## src/rtl/conv3x3_input_loader_pkg.sv

```systemverilog
// Shared types and constants for the 3x3 convolution input loader.
// Used by the loader top and its stream interface.
package conv_pkg;
    localparam int DEF_DATA_W = 32;
    localparam int MAT_ELEMS  = 9;
    localparam int IDX_W      = 4;

    typedef enum logic [1:0] {
        FILL,
        FIRE,
        WAIT_DONE
    } loader_state_t;
endpackage

```

## src/rtl/conv3x3_input_loader_if.sv

```systemverilog
// Row-major element stream feeding the 3x3 input loader.
// master = producer, slave = loader.
interface conv3x3_input_loader_if
    import conv_pkg::*;
#(
    parameter int DATA_W = DEF_DATA_W
);
    logic [DATA_W-1:0] in_data;
    logic              in_valid;
    logic              in_last;
    logic              in_ready;

    modport master (
        output in_data,
        output in_valid,
        output in_last,
        input  in_ready
    );

    modport slave (
        input  in_data,
        input  in_valid,
        input  in_last,
        output in_ready
    );
endinterface

```

## src/rtl/conv3x3_input_loader.sv

```systemverilog
// Collects a 9-word stream into a held 3x3 matrix, starts the engine,
// waits for done under a watchdog and flags framing/timeout errors.
module conv3x3_input_loader
    import conv_pkg::*;
#(
    parameter int DATA_W      = DEF_DATA_W,
    parameter int TIMEOUT_CYC = 64,
    parameter int CNT_W       = 16
) (
    input  logic                clk,
    input  logic                reset,
    conv3x3_input_loader_if.slave s_in,
    output logic [DATA_W-1:0]   mat_0,
    output logic [DATA_W-1:0]   mat_1,
    output logic [DATA_W-1:0]   mat_2,
    output logic [DATA_W-1:0]   mat_3,
    output logic [DATA_W-1:0]   mat_4,
    output logic [DATA_W-1:0]   mat_5,
    output logic [DATA_W-1:0]   mat_6,
    output logic [DATA_W-1:0]   mat_7,
    output logic [DATA_W-1:0]   mat_8,
    output logic                conv_start,
    input  logic                conv_done,
    output logic                busy,
    output logic                frame_err,
    output logic                timeout_err,
    output logic [CNT_W-1:0]    frame_count
);
    localparam int WD_W = $clog2(TIMEOUT_CYC);
    localparam logic [WD_W-1:0] WD_MAX = WD_W'(TIMEOUT_CYC - 1);
    localparam logic [IDX_W-1:0] LAST_IDX = IDX_W'(MAT_ELEMS - 1);

    loader_state_t     state;
    loader_state_t     state_nx;
    logic [IDX_W-1:0]  idx;
    logic [DATA_W-1:0] mat [MAT_ELEMS];
    logic [WD_W-1:0]   wd;
    logic              xfer;
    logic              wd_exp;

    assign xfer   = s_in.in_valid && s_in.in_ready;
    assign wd_exp = (wd == WD_MAX);

    always_ff @(posedge clk or posedge reset) begin
        if (reset) state <= FILL;
        else       state <= state_nx;
    end

    always_comb begin
        state_nx = state;
        unique case (state)
            FILL:
                if (xfer && idx == LAST_IDX && s_in.in_last)
                    state_nx = FIRE;
            FIRE:      state_nx = WAIT_DONE;
            WAIT_DONE:
                if (conv_done || wd_exp)
                    state_nx = FILL;
            default:   state_nx = FILL;
        endcase
    end

    always_comb begin
        s_in.in_ready = 1'b0;
        conv_start    = 1'b0;
        busy          = 1'b0;
        unique case (state)
            FILL:      s_in.in_ready = 1'b1;
            FIRE: begin
                conv_start = 1'b1;
                busy       = 1'b1;
            end
            WAIT_DONE: busy = 1'b1;
            default:   ;
        endcase
    end

    // Bad framing always resynchronises to element 0 on the next word.
    always_ff @(posedge clk or posedge reset) begin
        if (reset) begin
            idx         <= '0;
            wd          <= '0;
            frame_err   <= 1'b0;
            timeout_err <= 1'b0;
            frame_count <= '0;
            for (int k = 0; k < MAT_ELEMS; k++) mat[k] <= '0;
        end else begin
            frame_err   <= 1'b0;
            timeout_err <= 1'b0;
            if (state == FILL && xfer) begin
                mat[idx] <= s_in.in_data;
                if (idx == LAST_IDX) begin
                    idx       <= '0;
                    frame_err <= !s_in.in_last;
                end else if (s_in.in_last) begin
                    idx       <= '0;
                    frame_err <= 1'b1;
                end else begin
                    idx <= idx + IDX_W'(1);
                end
            end
            if (state == WAIT_DONE) begin
                wd <= wd + WD_W'(1);
                if (conv_done) begin
                    frame_count <= frame_count + CNT_W'(1);
                    wd          <= '0;
                end else if (wd_exp) begin
                    timeout_err <= 1'b1;
                    wd          <= '0;
                end
            end else begin
                wd <= '0;
            end
        end
    end

    assign mat_0 = mat[0];
    assign mat_1 = mat[1];
    assign mat_2 = mat[2];
    assign mat_3 = mat[3];
    assign mat_4 = mat[4];
    assign mat_5 = mat[5];
    assign mat_6 = mat[6];
    assign mat_7 = mat[7];
    assign mat_8 = mat[8];
endmodule

```

## src/flat_wrapper.sv

```systemverilog
// flat-port wrapper written by rule: the top's interface ports become plain ports
module conv3x3_input_loader_flat import conv_pkg::*;
#(
    parameter int DATA_W      = DEF_DATA_W,
    parameter int TIMEOUT_CYC = 64,
    parameter int CNT_W       = 16
)
  (clk, reset, mat_0, mat_1, mat_2, mat_3, mat_4, mat_5, mat_6, mat_7, mat_8, conv_start, conv_done, busy, frame_err, timeout_err, frame_count, s_in_in_data, s_in_in_valid, s_in_in_last, s_in_in_ready);
  conv3x3_input_loader_if #(.DATA_W(DATA_W)) s_in_i ();
  input  logic clk;
  input  logic reset;
  output logic [DATA_W-1:0] mat_0;
  output logic [DATA_W-1:0] mat_1;
  output logic [DATA_W-1:0] mat_2;
  output logic [DATA_W-1:0] mat_3;
  output logic [DATA_W-1:0] mat_4;
  output logic [DATA_W-1:0] mat_5;
  output logic [DATA_W-1:0] mat_6;
  output logic [DATA_W-1:0] mat_7;
  output logic [DATA_W-1:0] mat_8;
  output logic conv_start;
  input  logic conv_done;
  output logic busy;
  output logic frame_err;
  output logic timeout_err;
  output logic [CNT_W-1:0] frame_count;
  input wire logic [$bits(s_in_i.in_data)-1:0] s_in_in_data;
  input wire logic [$bits(s_in_i.in_valid)-1:0] s_in_in_valid;
  input wire logic [$bits(s_in_i.in_last)-1:0] s_in_in_last;
  output wire logic [$bits(s_in_i.in_ready)-1:0] s_in_in_ready;
  assign s_in_i.in_data = s_in_in_data;
  assign s_in_i.in_valid = s_in_in_valid;
  assign s_in_i.in_last = s_in_in_last;
  assign s_in_in_ready = s_in_i.in_ready;
  conv3x3_input_loader #(.DATA_W(DATA_W), .TIMEOUT_CYC(TIMEOUT_CYC), .CNT_W(CNT_W)) u_core (.clk(clk), .reset(reset), .s_in(s_in_i), .mat_0(mat_0), .mat_1(mat_1), .mat_2(mat_2), .mat_3(mat_3), .mat_4(mat_4), .mat_5(mat_5), .mat_6(mat_6), .mat_7(mat_7), .mat_8(mat_8), .conv_start(conv_start), .conv_done(conv_done), .busy(busy), .frame_err(frame_err), .timeout_err(timeout_err), .frame_count(frame_count));
endmodule
```

## config.mk

```make
export PLATFORM = sky130hd
export DESIGN_NAME = conv3x3_input_loader_flat
export DESIGN_NICKNAME = d
export VERILOG_FILES = /design/src/rtl/conv3x3_input_loader_pkg.sv /design/src/rtl/conv3x3_input_loader_if.sv /design/src/rtl/conv3x3_input_loader.sv /design/src/flat_wrapper.sv
export SDC_FILE = /design/constraint.sdc
export NUM_CORES = 1
export LEC_CHECK = 0
export ABC_AREA = 0
export ABC_CLOCK_PERIOD_IN_PS = 9800
export BUFFER_PORTS_ARGS = -buffer_cell sky130_fd_sc_hd__buf_2
export CORE_MARGIN = 2
export CORE_UTILIZATION = 30
export DETAILED_ROUTE_END_ITERATION = 10
export PLACE_DENSITY = 0.51
export SLEW_MARGIN = 20
export SYNTH_ARGS = -nofsm -noshare
export SYNTH_HDL_FRONTEND = slang
export SYNTH_SLANG_ARGS = --single-unit
```

## constraint.sdc

```tcl
create_clock -name clk -period 9.8 [get_ports clk]
set_input_delay 0.49 -clock clk [delete_from_list [all_inputs] [get_ports clk]]
set_output_delay 0.49 -clock clk [all_outputs]
set_load 0.01 [all_outputs]
```

==> results of run 1 <==
final timing paths:
check                                                   startpoint                                 end  cells after the start
max in group asynchronous                                    reset        u_core.mat_6[15]$_DFFE_PP0P_                      4
worst min register to register  u_core.frame_count[15]$_DFFE_PP0P_  u_core.frame_count[15]$_DFFE_PP0P_                      1
worst max register to register         u_core.state[0]$_DFFE_PP0P_        u_core.mat_1[22]$_DFFE_PP0P_                      6
worst min-delay path                                         reset         u_core.mat_3[5]$_DFFE_PP0P_                      2
worst max-delay path                   u_core.state[0]$_DFFE_PP0P_        u_core.mat_1[22]$_DFFE_PP0P_                      6
min in group clk                                     s_in_in_valid          u_core.frame_err$_DFF_PP0_                      3
routing by layer:
layer	track usage	vias to the layer above	part of all wire
met5	0	-	0.00039
met4	0.0524	2	0.020
met3	0.0434	42	0.066
met2	0.258	206	0.48
met1	0.210	3921	0.44
li1	-	3366	-
synth_stat cells (all sizes together), types with 2 or more instances:
master and n:
xor2 12, inv 7, xnor2 9, nor3 3, nor2 20, nand2b 2
nand3 10, nor2b 2, mux2 291, a21oi 4, clkbuf 2, buf 28
dfrtp 318, and4 2, ha 10, and2 2, nand4 5, and3 4
nand2 16
final cells by class:
cell class,count,share of cell area
Clock buffer,51,0.0682
Clock inverter,5,0.00320
Inverter,7,0.00216
Multi-Input combinational cell,396,0.256
Sequential cell,318,0.508
Tap cell,525,0.0420
Timing Repair Buffer,357,0.121
per-stage QoR:
stage	hold WS, ns	setup WS (ns)	cells
2_1_floorplan	0.474	0.510	751
3_3_place_gp	0.462	6.75	1599
3_5_place_dp	0.451	6.76	1603
4_1_cts	0.195	6.96	1659
5_1_grt	0.221	6.88	1659
6_report	0.135	7.08	1659
critical path: cells and delay by family, from the launching register on:
family	cells	cell delay, ns
fa+ha+maj	1	0.22
mux	1	0.33
flops	1	0.40
simple gates	2	1.03
buf+inv	2	0.59
cell families after synthesis:
kind of cell             share of synthesized area
flip-flops                                   0.656
multiplexers                                 0.270
AND/OR/NAND/NOR                             0.0268
buffers and inverters                       0.0177
XOR/XNOR                                    0.0152
adder cells (fa/ha/maj)                     0.0103
AO/OA/AOI/OAI                              0.00351
power by group:
group | leakage, nW | switching [mW] | internal (mW)
logic | 3.42 | 0.790 | 0.770
clock network | 0.556 | 0.520 | 0.777
registers | 4.12 | 0.247 | 1.81
flip-flops by register name, indices dropped and copies added, names as in the netlist:
signal	count
u_core.frame_count	16
u_core.frame_err	1
u_core.idx	4
u_core.mat_0	32
u_core.mat_1	32
u_core.mat_2	32
u_core.mat_3	32
u_core.mat_4	32
u_core.mat_5	32
u_core.mat_6	32
u_core.mat_7	32
u_core.mat_8	32
u_core.state	2
u_core.timeout_err	1
u_core.wd	6
cell usage in the layout (no fill, tap or decap), types with 6 or more instances in the layout:
cell / instances
clkbuf_8: 9
xor2_1: 12
dfrtp_1: 318
nor2_1: 16
mux2_2: 282
buf_2: 345
inv_1: 6
mux2_1: 9
xnor2_1: 9
nand2_1: 16
buf_4: 8
nand3_1: 6
clkbuf_16: 37
ha_1: 10
==> results by group, run 1 <==
Synth
  • Synth area leaders: dfrtp_1, mux2_2, ha_1
  • Syn Area/Cell: 16.1 sq um
  • Top_reg_cell synth: dfrtp_1
  • Sequential area share after synthesis: 0.656
  • Syn. warnings: 0
  • Synth Cell Area: 12100 sq um
  • Synth Instances: 751
  • Syn Nets: 798
  • Area leader, netlist: dfrtp_1
  • Number of synthesized flops with an enable pin: 0
  • Post-synth top area share: 0.656
  • Number of synthesized register bits: 318
  • Cell variety after synth: 27
  • Share of flip-flops with an asynchronous set or reset: 1.00

Drt
  • Routed wire length: 33.5 mm
  • Via count: 7537
  • Number of DRC markers in iteration 0: 265
  • Initial DRT Pass Iterations: 4
  • DR DRC count: 0
  • Drt via density: 4.54
  • ANT nets after route: 0
  • Wire per inst: 20.2 microns

Clock network
  • CTS tree: built
  • Longest Clk Path Bufs: 3
  • Latest clock arrival within the worst-skew pair: 0.53 ns
  • Sink Count: 318
  • Num CTS Buffers: 36
  • Hold_buf cts: 0
  • Reg clk slew, reported paths: 0.06 ns
  • Post-CTS setup buffer count: 0
  • H-tree lvl count: 2
  • Post-cts gate resize count: 0
  • CTS root buffer: clkbuf_16

Die
  • Die Span Y: 205 microns
  • # IOs: 346
  • Die width: 205 microns
  • Core Area: 39800 sq um
  • Die area: 42000 sq um
  • Initial Utilization: 0.305
  • Core Rows: 73

Setup path
  • WP data arrival: 3.12 ns
  • Critical path's largest stage delay: 0.55 ns
  • Critical path type: register to register
  • Worst EP required: 10.21 ns
  • Slowest-stage cell, CP: nand3_2
  • CP cell instances: inv_1, ha_1, and2_1, nand3_2, buf_4, mux2_2
  • Crit-path max FO: 19
  • CP Capture Type: register
  • Worst setup SP type: register
  • Register-to-register setup slack: 7.08 ns

Placed design
  • Dpl hpwl: 22.2 mm
  • GPL Wtd Cong: 0.704
  • Post-DP Area: 14500 sq um
  • Buffers on Ports: 345

Timing
  • Slew Limit Fails: 0
  • Worst Tran Pin Value: 0.969 ns
  • Worst setup skew after layout: 0.0125 ns
  • Unrepaired setup endpoints after global routing: no
  • Relative slew slack: 0.354
  • Setup Viol. Count Final: 0
  • TNS Setup: 0 ns
  • Tcrit/Tclk final: 0.277
  • Fmax: 0.368 GHz
  • Final min period: 2.72 ns
  • Final Hold Violating Endpoints: 0

Power and ir drop
  • Design Power: 4.91 mW
  • VDD IR max: 130 uV
  • Leak: 8.10 nW
  • P per Cell Area: 313 nW/um^2

Cells and area
  • Final #Nets: 1163
  • ANT cells: 0
  • Register Area: 7960 sq um
  • Share of layout cells above drive strength 1: 0.618
  • Area Overhead vs Synth: 29.1%
  • Area of the multi-input gates: 4000 sq um
  • Core Util, Final: 0.393
  • Cell area after layout: 15700 sq um
  • FILL cells: 3887

Run status
  • Status: finished clean

Global route
  • Gr usage total: 0.161
  • First-pass GRT wire length: 50.6 mm
  • Grt ovf: 0
  • Initial antenna violation count: 1
  • Largest net degree at the start of global routing: 134
  • Vias in the first global route: 7809

Job
  • Max-Cap Viols: 0

Min path
  • Worst min-delay path category: primary input to asynchronous set/reset pin
(Power assumes the default switching activity.)
==> inputs of run 2 (changes only) <==
ABC_CLOCK_PERIOD_IN_PS = 2200   (was 9800)
clock period = 2.2 ns   (was 9.8 ns; I/O delays follow)
==> results by group, run 2 (same netlist as run 1, synthesis figures left out) <==
Run status
  • Status: finished clean

Clock network
  • Reg clk slew, reported paths: 0.06 ns (about the same)
  • CTS tree: built
  • Sink Count: 318 (unchanged)
  • Num CTS Buffers: 37 (+2.8%)
  • Latest clock arrival within the worst-skew pair: 0.54 ns (about the same)
  • CTS root buffer: clkbuf_16
  • Post-CTS setup buffer count: 0 (unchanged)
  • Longest Clk Path Bufs: 3 (unchanged)
  • H-tree lvl count: 2 (unchanged)

Global route
  • Largest net degree at the start of global routing: 111 (-17%)
  • Vias in the first global route: 7951 (+1.8%)
  • Grt ovf: 0 (unchanged)
  • Initial antenna violation count: 1 (unchanged)
  • Gr usage total: 0.159 (-0.00117)
  • First-pass GRT wire length: 50.4 mm (-0.44%)

Drt
  • Routed wire length: 33.6 mm (+0.23%)
  • Wire per inst: 19.5 microns (-3.5%)
  • Initial DRT Pass Iterations: 4 (unchanged)
  • DR DRC count: 0 (unchanged)
  • Drt via density: 4.49 (-1.1%)
  • ANT nets after route: 0 (unchanged)
  • Via count: 7742 (+2.7%)
  • Number of DRC markers in iteration 0: 197 (-26%)

Timing
  • Fmax: 0.500 GHz (+36%)
  • Final min period: 2.00 ns (-0.718 ns)
  • Worst Tran Pin Value: 0.613 ns (-0.357 ns)
  • Worst setup skew after layout: 0.0202 ns (+0.00766 ns)
  • Tcrit/Tclk final: 0.908 (+0.631)
  • Final Hold Violating Endpoints: 0 (unchanged)
  • Setup Viol. Count Final: 0 (unchanged)
  • Unrepaired setup endpoints after global routing: no
  • Slew Limit Fails: 0 (unchanged)
  • Relative slew slack: 0.592 (+0.238)

Die
  • Initial Utilization: 0.305 (unchanged)
  • Die area: 42000 sq um (unchanged)
  • Core Area: 39800 sq um (unchanged)
  • Die Span Y: 205 microns (unchanged)
  • Die width: 205 microns (unchanged)
  • # IOs: 346 (unchanged)
  • Core Rows: 73 (unchanged)

Setup path
  • Worst setup SP type: register
  • Slowest-stage cell, CP: dfrtp_1
  • WP data arrival: 2.40 ns (-0.72 ns)
  • Reg-to-reg startpoint: u_core.state[0]$_DFFE_PP0P_
  • CP Capture Type: register
  • Worst EP required: 2.60 ns (-7.61 ns)
  • Critical path type: register to register
  • Critical path's largest stage delay: 0.39 ns (-0.16 ns)
  • CP Launch Point: u_core.state[0]$_DFFE_PP0P_
  • CP cell instances: inv_1, ha_1, and2_2, nand2_1, nor2_4, buf_12, mux2_2
  • Crit-path max FO: 16 (-3)

Min path
  • Worst min-delay path category: primary input to register
  • Hold wc startpoint: s_in_in_last

Cells and area
  • FILL cells: 3808 (-2.0%)
  • Most common cell after layout, fill and taps aside: buf_2
  • Core Util, Final: 0.411 (+0.0182)
  • ANT cells: 0 (unchanged)
  • Final #Nets: 1219 (+4.8%)
  • Most frequent cells in the layout: buf_2, dfrtp_1, mux2_2, clkbuf_16, dlygate4sd3_1
  • Share of layout cells above drive strength 1: 0.604 (-0.0147)
  • Area Overhead vs Synth: 35.1%

Placed design
  • Buffers on Ports: 345 (unchanged)
  • Dpl hpwl: 22.9 mm (+3.0%)
  • GPL Wtd Cong: 0.706 (+0.23%)

Power and ir drop
  • Leak: 8.42 nW (+4.0%)
  • VDD IR max: 720 uV (+450%)
  • Design Power: 22.4 mW (+360%)
  • P per Cell Area: 1370 nW/um^2 (+340%)

Job
  • Max-Cap Viols: 0 (unchanged)
==> run 2: changes by cell type in the layout (fill, tap and decap cells not counted), sizes merged <==
cell,previous run,this run
dlygate4sd3,0,36
clkbuf,51,61
buf,357,376
clkinvlp,0,1
clkinv,4,2
==> run 2: metal layers <==
layer,vias to the layer above,GRT usage,part of all wire
met1,3978,0.203,0.43
li1,3489,-,-
met3,50,0.0563,0.081
met4,2,0.0519,0.022
met5,-,0,0.00036
met2,223,0.253,0.47
==> run 2: area by class of cell <==
type | count | area [sq um] | area share
multi-input cells | 396 | 4000 | 0.244
repair buffers | 412 | 2530 | 0.155
clock inverters | 4 | 48.8 | 0.00298
clock buffers | 61 | 1160 | 0.0707
inverters | 7 | 30.0 | 0.00183
well taps | 525 | 657 | 0.0401
flip-flops and latches | 318 | 7960 | 0.486
==> run 2: per-stage QoR <==
stage	cell area (sq um)	setup WS, ns	hold WS, ns	TNS (ns)	std cells
3_5_place_dp	14800	0.0222	0.111	0	1622
3_3_place_gp	14800	0.0838	0.110	0	1622
5_1_grt	16400	0.0646	0.0876	0	1723
2_1_floorplan	12100	-2.15	0.245	-683.33	751
4_1_cts	16400	0.172	0.0143	0	1723
6_report	16400	0.202	0.0390	0	1723
==> run 2: path summary, 6_finish.rpt <==
path / cells past startpoint / end / slack (ns)
min in group asynchronous: 3 / u_core.mat_3[6]$_DFFE_PP0P_ / 0.11
hold reg to reg: 1 / u_core.frame_count[15]$_DFFE_PP0P_ / 0.47
max in group asynchronous: 4 / u_core.mat_8[30]$_DFFE_PP0P_ / 1.20
hold / removal: 4 / u_core.idx[1]$_DFFE_PP0P_ / 0.04
setup / recovery: 7 / u_core.mat_7[8]$_DFFE_PP0P_ / 0.20
setup reg to reg: 7 / u_core.mat_7[8]$_DFFE_PP0P_ / 0.20
==> run 2: what timing repair did <==
item,CTS,global route
endpoints found under the setup margin,2,0
resized for setup,1,0
hold buffers,36,0
endpoints found under the hold margin,405,0
==> run 2: power by group <==
| group | switching [mW] | internal (mW) |
|---|---|---|
| Sequential | 1.08 | 8.05 |
| Combinational | 3.57 | 3.58 |
| Clock | 2.41 | 3.70 |
==> run 2: worst max-delay path, delay by kind of cell (launching register included) <==
family | cells | cell delay, ns
flops | 1 | 0.39
simple gates | 3 | 0.64
fa+ha+maj | 1 | 0.17
buf+inv | 2 | 0.29
mux | 1 | 0.34
==> inputs of run 3 (changes only) <==
CORE_ASPECT_RATIO = 0.8   (was not set)
HOLD_SLACK_MARGIN = 0.1   (was not set)
==> results by group, run 3 (same netlist as run 1, synthesis figures left out) <==
Timing
  • Setup ws final: 0.223 ns (+0.0209 ns)
  • Worst setup skew after layout: 0.0165 ns (-0.00367 ns)
  • Setup Viol. Count Final: 0 (unchanged)
  • Tcrit/Tclk final: 0.899 (-0.00952)
  • Relative slew slack: 0.684 (+0.0925)
  • Worst hold margin: 0.467 ns (+0.428 ns)
  • Slew Limit Fails: 0 (unchanged)
  • Worst Tran Pin Value: 0.474 ns (-0.139 ns)
  • Unrepaired setup endpoints after global routing: no
  • Final Hold Violating Endpoints: 0 (unchanged)
  • Fmax: 0.506 GHz (+1.1%)
  • Final min period: 1.98 ns (-0.0209 ns)

Clock network
  • H-tree lvl count: 2 (unchanged)
  • Num CTS Buffers: 35 (-5.4%)
  • CTS root buffer: clkbuf_16
  • Longest Clk Path Bufs: 3 (unchanged)
  • CTS tree: built
  • Latest clock arrival within the worst-skew pair: 0.51 ns (-0.03 ns)
  • Post-CTS setup buffer count: 0 (unchanged)
  • Reg clk slew, reported paths: 0.06 ns (about the same)
  • Sink Count: 318 (unchanged)

Cells and area
  • Most frequent cells in the layout: buf_2, dfrtp_1, mux2_2, dlygate4sd3_1, clkbuf_16
  • Core Util, Final: 0.410 (-0.00150)
  • Share of layout cells above drive strength 1: 0.601 (-0.00233)
  • Post-route insts no fill: 1727 (+0.23%)
  • Area Overhead vs Synth: 34.2%
  • Final #Nets: 1217 (-0.16%)
  • Cell area after layout: 16300 sq um (-0.70%)
  • ANT cells: 0 (unchanged)
  • Most common cell after layout, fill and taps aside: buf_2

Placed design
  • Post-DP Area: 14800 sq um (about the same)
  • Buffers on Ports: 345 (unchanged)
  • DP Cell Count: 1631 (+0.55%)
  • GPL Wtd Cong: 0.701 (-0.62%)
  • Post-Place Setup Slack: -0.0613 ns (-0.0835 ns)
  • Dpl hpwl: 23.2 mm (+1.2%)

Setup path
  • Critical path type: register to register
  • Worst setup SP type: register
  • Worst EP required: 2.58 ns (-0.02 ns)
  • Register-to-register setup slack: 0.22 ns (+0.02 ns)
  • WP data arrival: 2.36 ns (-0.04 ns)
  • Crit-path max FO: 17 (+1)
  • CP Capture Type: register

Global route
  • Gr usage total: 0.164 (+0.00422)
  • First-pass GRT wire length: 52.4 mm (+4.0%)
  • Largest net degree at the start of global routing: 78 (-30%)
  • Vias in the first global route: 8132 (+2.3%)
  • Met2 Usage GRT: 0.264 (+0.0107)
  • Layer with the highest usage: met2
  • Grt ovf: 0 (unchanged)
  • Met3 usage: 0.0482 (-0.00808)
  • Met1 GRT Util: 0.218 (+0.0150)
  • Initial antenna violation count: 0 (-1)

Drt
  • DR DRC count: 0 (unchanged)
  • ANT nets after route: 0 (unchanged)
  • Number of DRC markers in iteration 0: 299 (+52%)
  • Routed wire length: 34.6 mm (+3.1%)
  • Initial DRT Pass Iterations: 4 (unchanged)
  • Wire per inst: 20.0 microns (+2.9%)
  • Via count: 7798 (+0.72%)
  • Drt via density: 4.52 (+0.49%)

Power and ir drop
  • VDD IR max: 598 uV (-17%)
  • P per Cell Area: 1350 nW/um^2 (-0.90%)
  • Psw: 7.03 mW (-0.25%)
  • Combinational power share: 0.326 (+0.007)
  • Leak: 8.36 nW (-0.73%)
  • Cell internal pwr: 15.0 mW (-2.2%)
  • Sequential cell fraction of total power: 0.415 (+0.007)
  • Clock Power Share: 0.259 (-0.014)
  • Net Sw Frac: 0.319 (+0.00432)

Die
  • Initial Utilization: 0.306 (+0.00104)
  • Die width: 229 microns (+12%)
  • # IOs: 346 (unchanged)
  • Die Span Y: 184 microns (-10%)
  • Die area: 42100 sq um (about the same)
  • Core Rows: 65 (-11%)
  • Core Area: 39700 sq um (-0.34%)

Run status
  • Status: finished clean

Job
  • Max-Cap Viols: 0 (unchanged)

Min path
  • Worst min-delay path category: register to register
-- run 3: changes by cell type in the layout (fill, tap and decap cells not counted), sizes merged --
| cell | before | now |
|---|---|---|
| buf | 376 | 374 |
| bufinv | 1 | 2 |
| clkbuf | 61 | 51 |
| clkinv | 2 | 4 |
| dlygate4sd3 | 36 | 38 |
-- run 3: power groups by stage --
stage	clock (mW)	combinational (mW)	sequential, mW
6_report	5.70	7.19	9.13
2_1_floorplan	0	2.72	10.2
4_1_cts	5.90	7.35	9.15
3_5_place_dp	0	7.27	9.22
3_3_place_gp	0	7.19	9.16
5_1_grt	6.16	7.74	9.45
-- run 3: final cells by class --
| cell class | count | area [sq um] |
|---|---|---|
| Sequential cell | 318 | 7960 |
| Clock inverter | 7 | 88.8 |
| Multi-Input combinational cell | 396 | 4000 |
| Inverter | 7 | 30.0 |
| Fill cell | 3810 | 23400 |
| Timing Repair Buffer | 412 | 2520 |
| Tap cell | 536 | 671 |
| Clock buffer | 51 | 996 |
-- run 3: metal layers --
metal / wire length, microns / part of all wire
met1: 15400 / 0.45
met2: 16300 / 0.47
met3: 2280 / 0.066
met4: 569 / 0.016
met5: 0 / 0
-- run 3: metrics by stage --
step / power [mW] / TNS (ns)
after CTS: 22.4 / 0
final: 22.0 / 0
after global placement: 16.4 / 0
after floorplan: 12.9 / -683.33
after global routing: 23.3 / 0
after detailed placement: 16.5 / -1.59
-- run 3: what timing repair did --
item                                   in CTS  in global routing
gates resized for setup                     1                  1
hold buffers                               38                  0
cloned                                      0                  0
setup endpoints to repair                  49                 20
endpoints found under the hold margin     495                  0
-- run 3: worst max-delay path: stages (launching register included) --
cell     delay (ns)
dfrtp_1        0.40
inv_1          0.11
ha_1           0.21
and2_4         0.24
nand2_1        0.14
nor2_4         0.19
buf_12         0.19
mux2_2         0.35
-- run 3: final timing paths --
kind	from	end	depth (start not counted)
setup reg to reg	u_core.state[0]$_DFFE_PP0P_	u_core.mat_7[1]$_DFFE_PP0P_	7
setup / recovery	u_core.state[0]$_DFFE_PP0P_	u_core.mat_7[1]$_DFFE_PP0P_	7
min in group asynchronous	reset	u_core.mat_5[28]$_DFFE_PP0P_	4
hold / removal	u_core.frame_count[15]$_DFFE_PP0P_	u_core.frame_count[15]$_DFFE_PP0P_	1
hold reg to reg	u_core.frame_count[15]$_DFFE_PP0P_	u_core.frame_count[15]$_DFFE_PP0P_	1
max in group asynchronous	reset	u_core.mat_4[6]$_DFFE_PP0P_	6
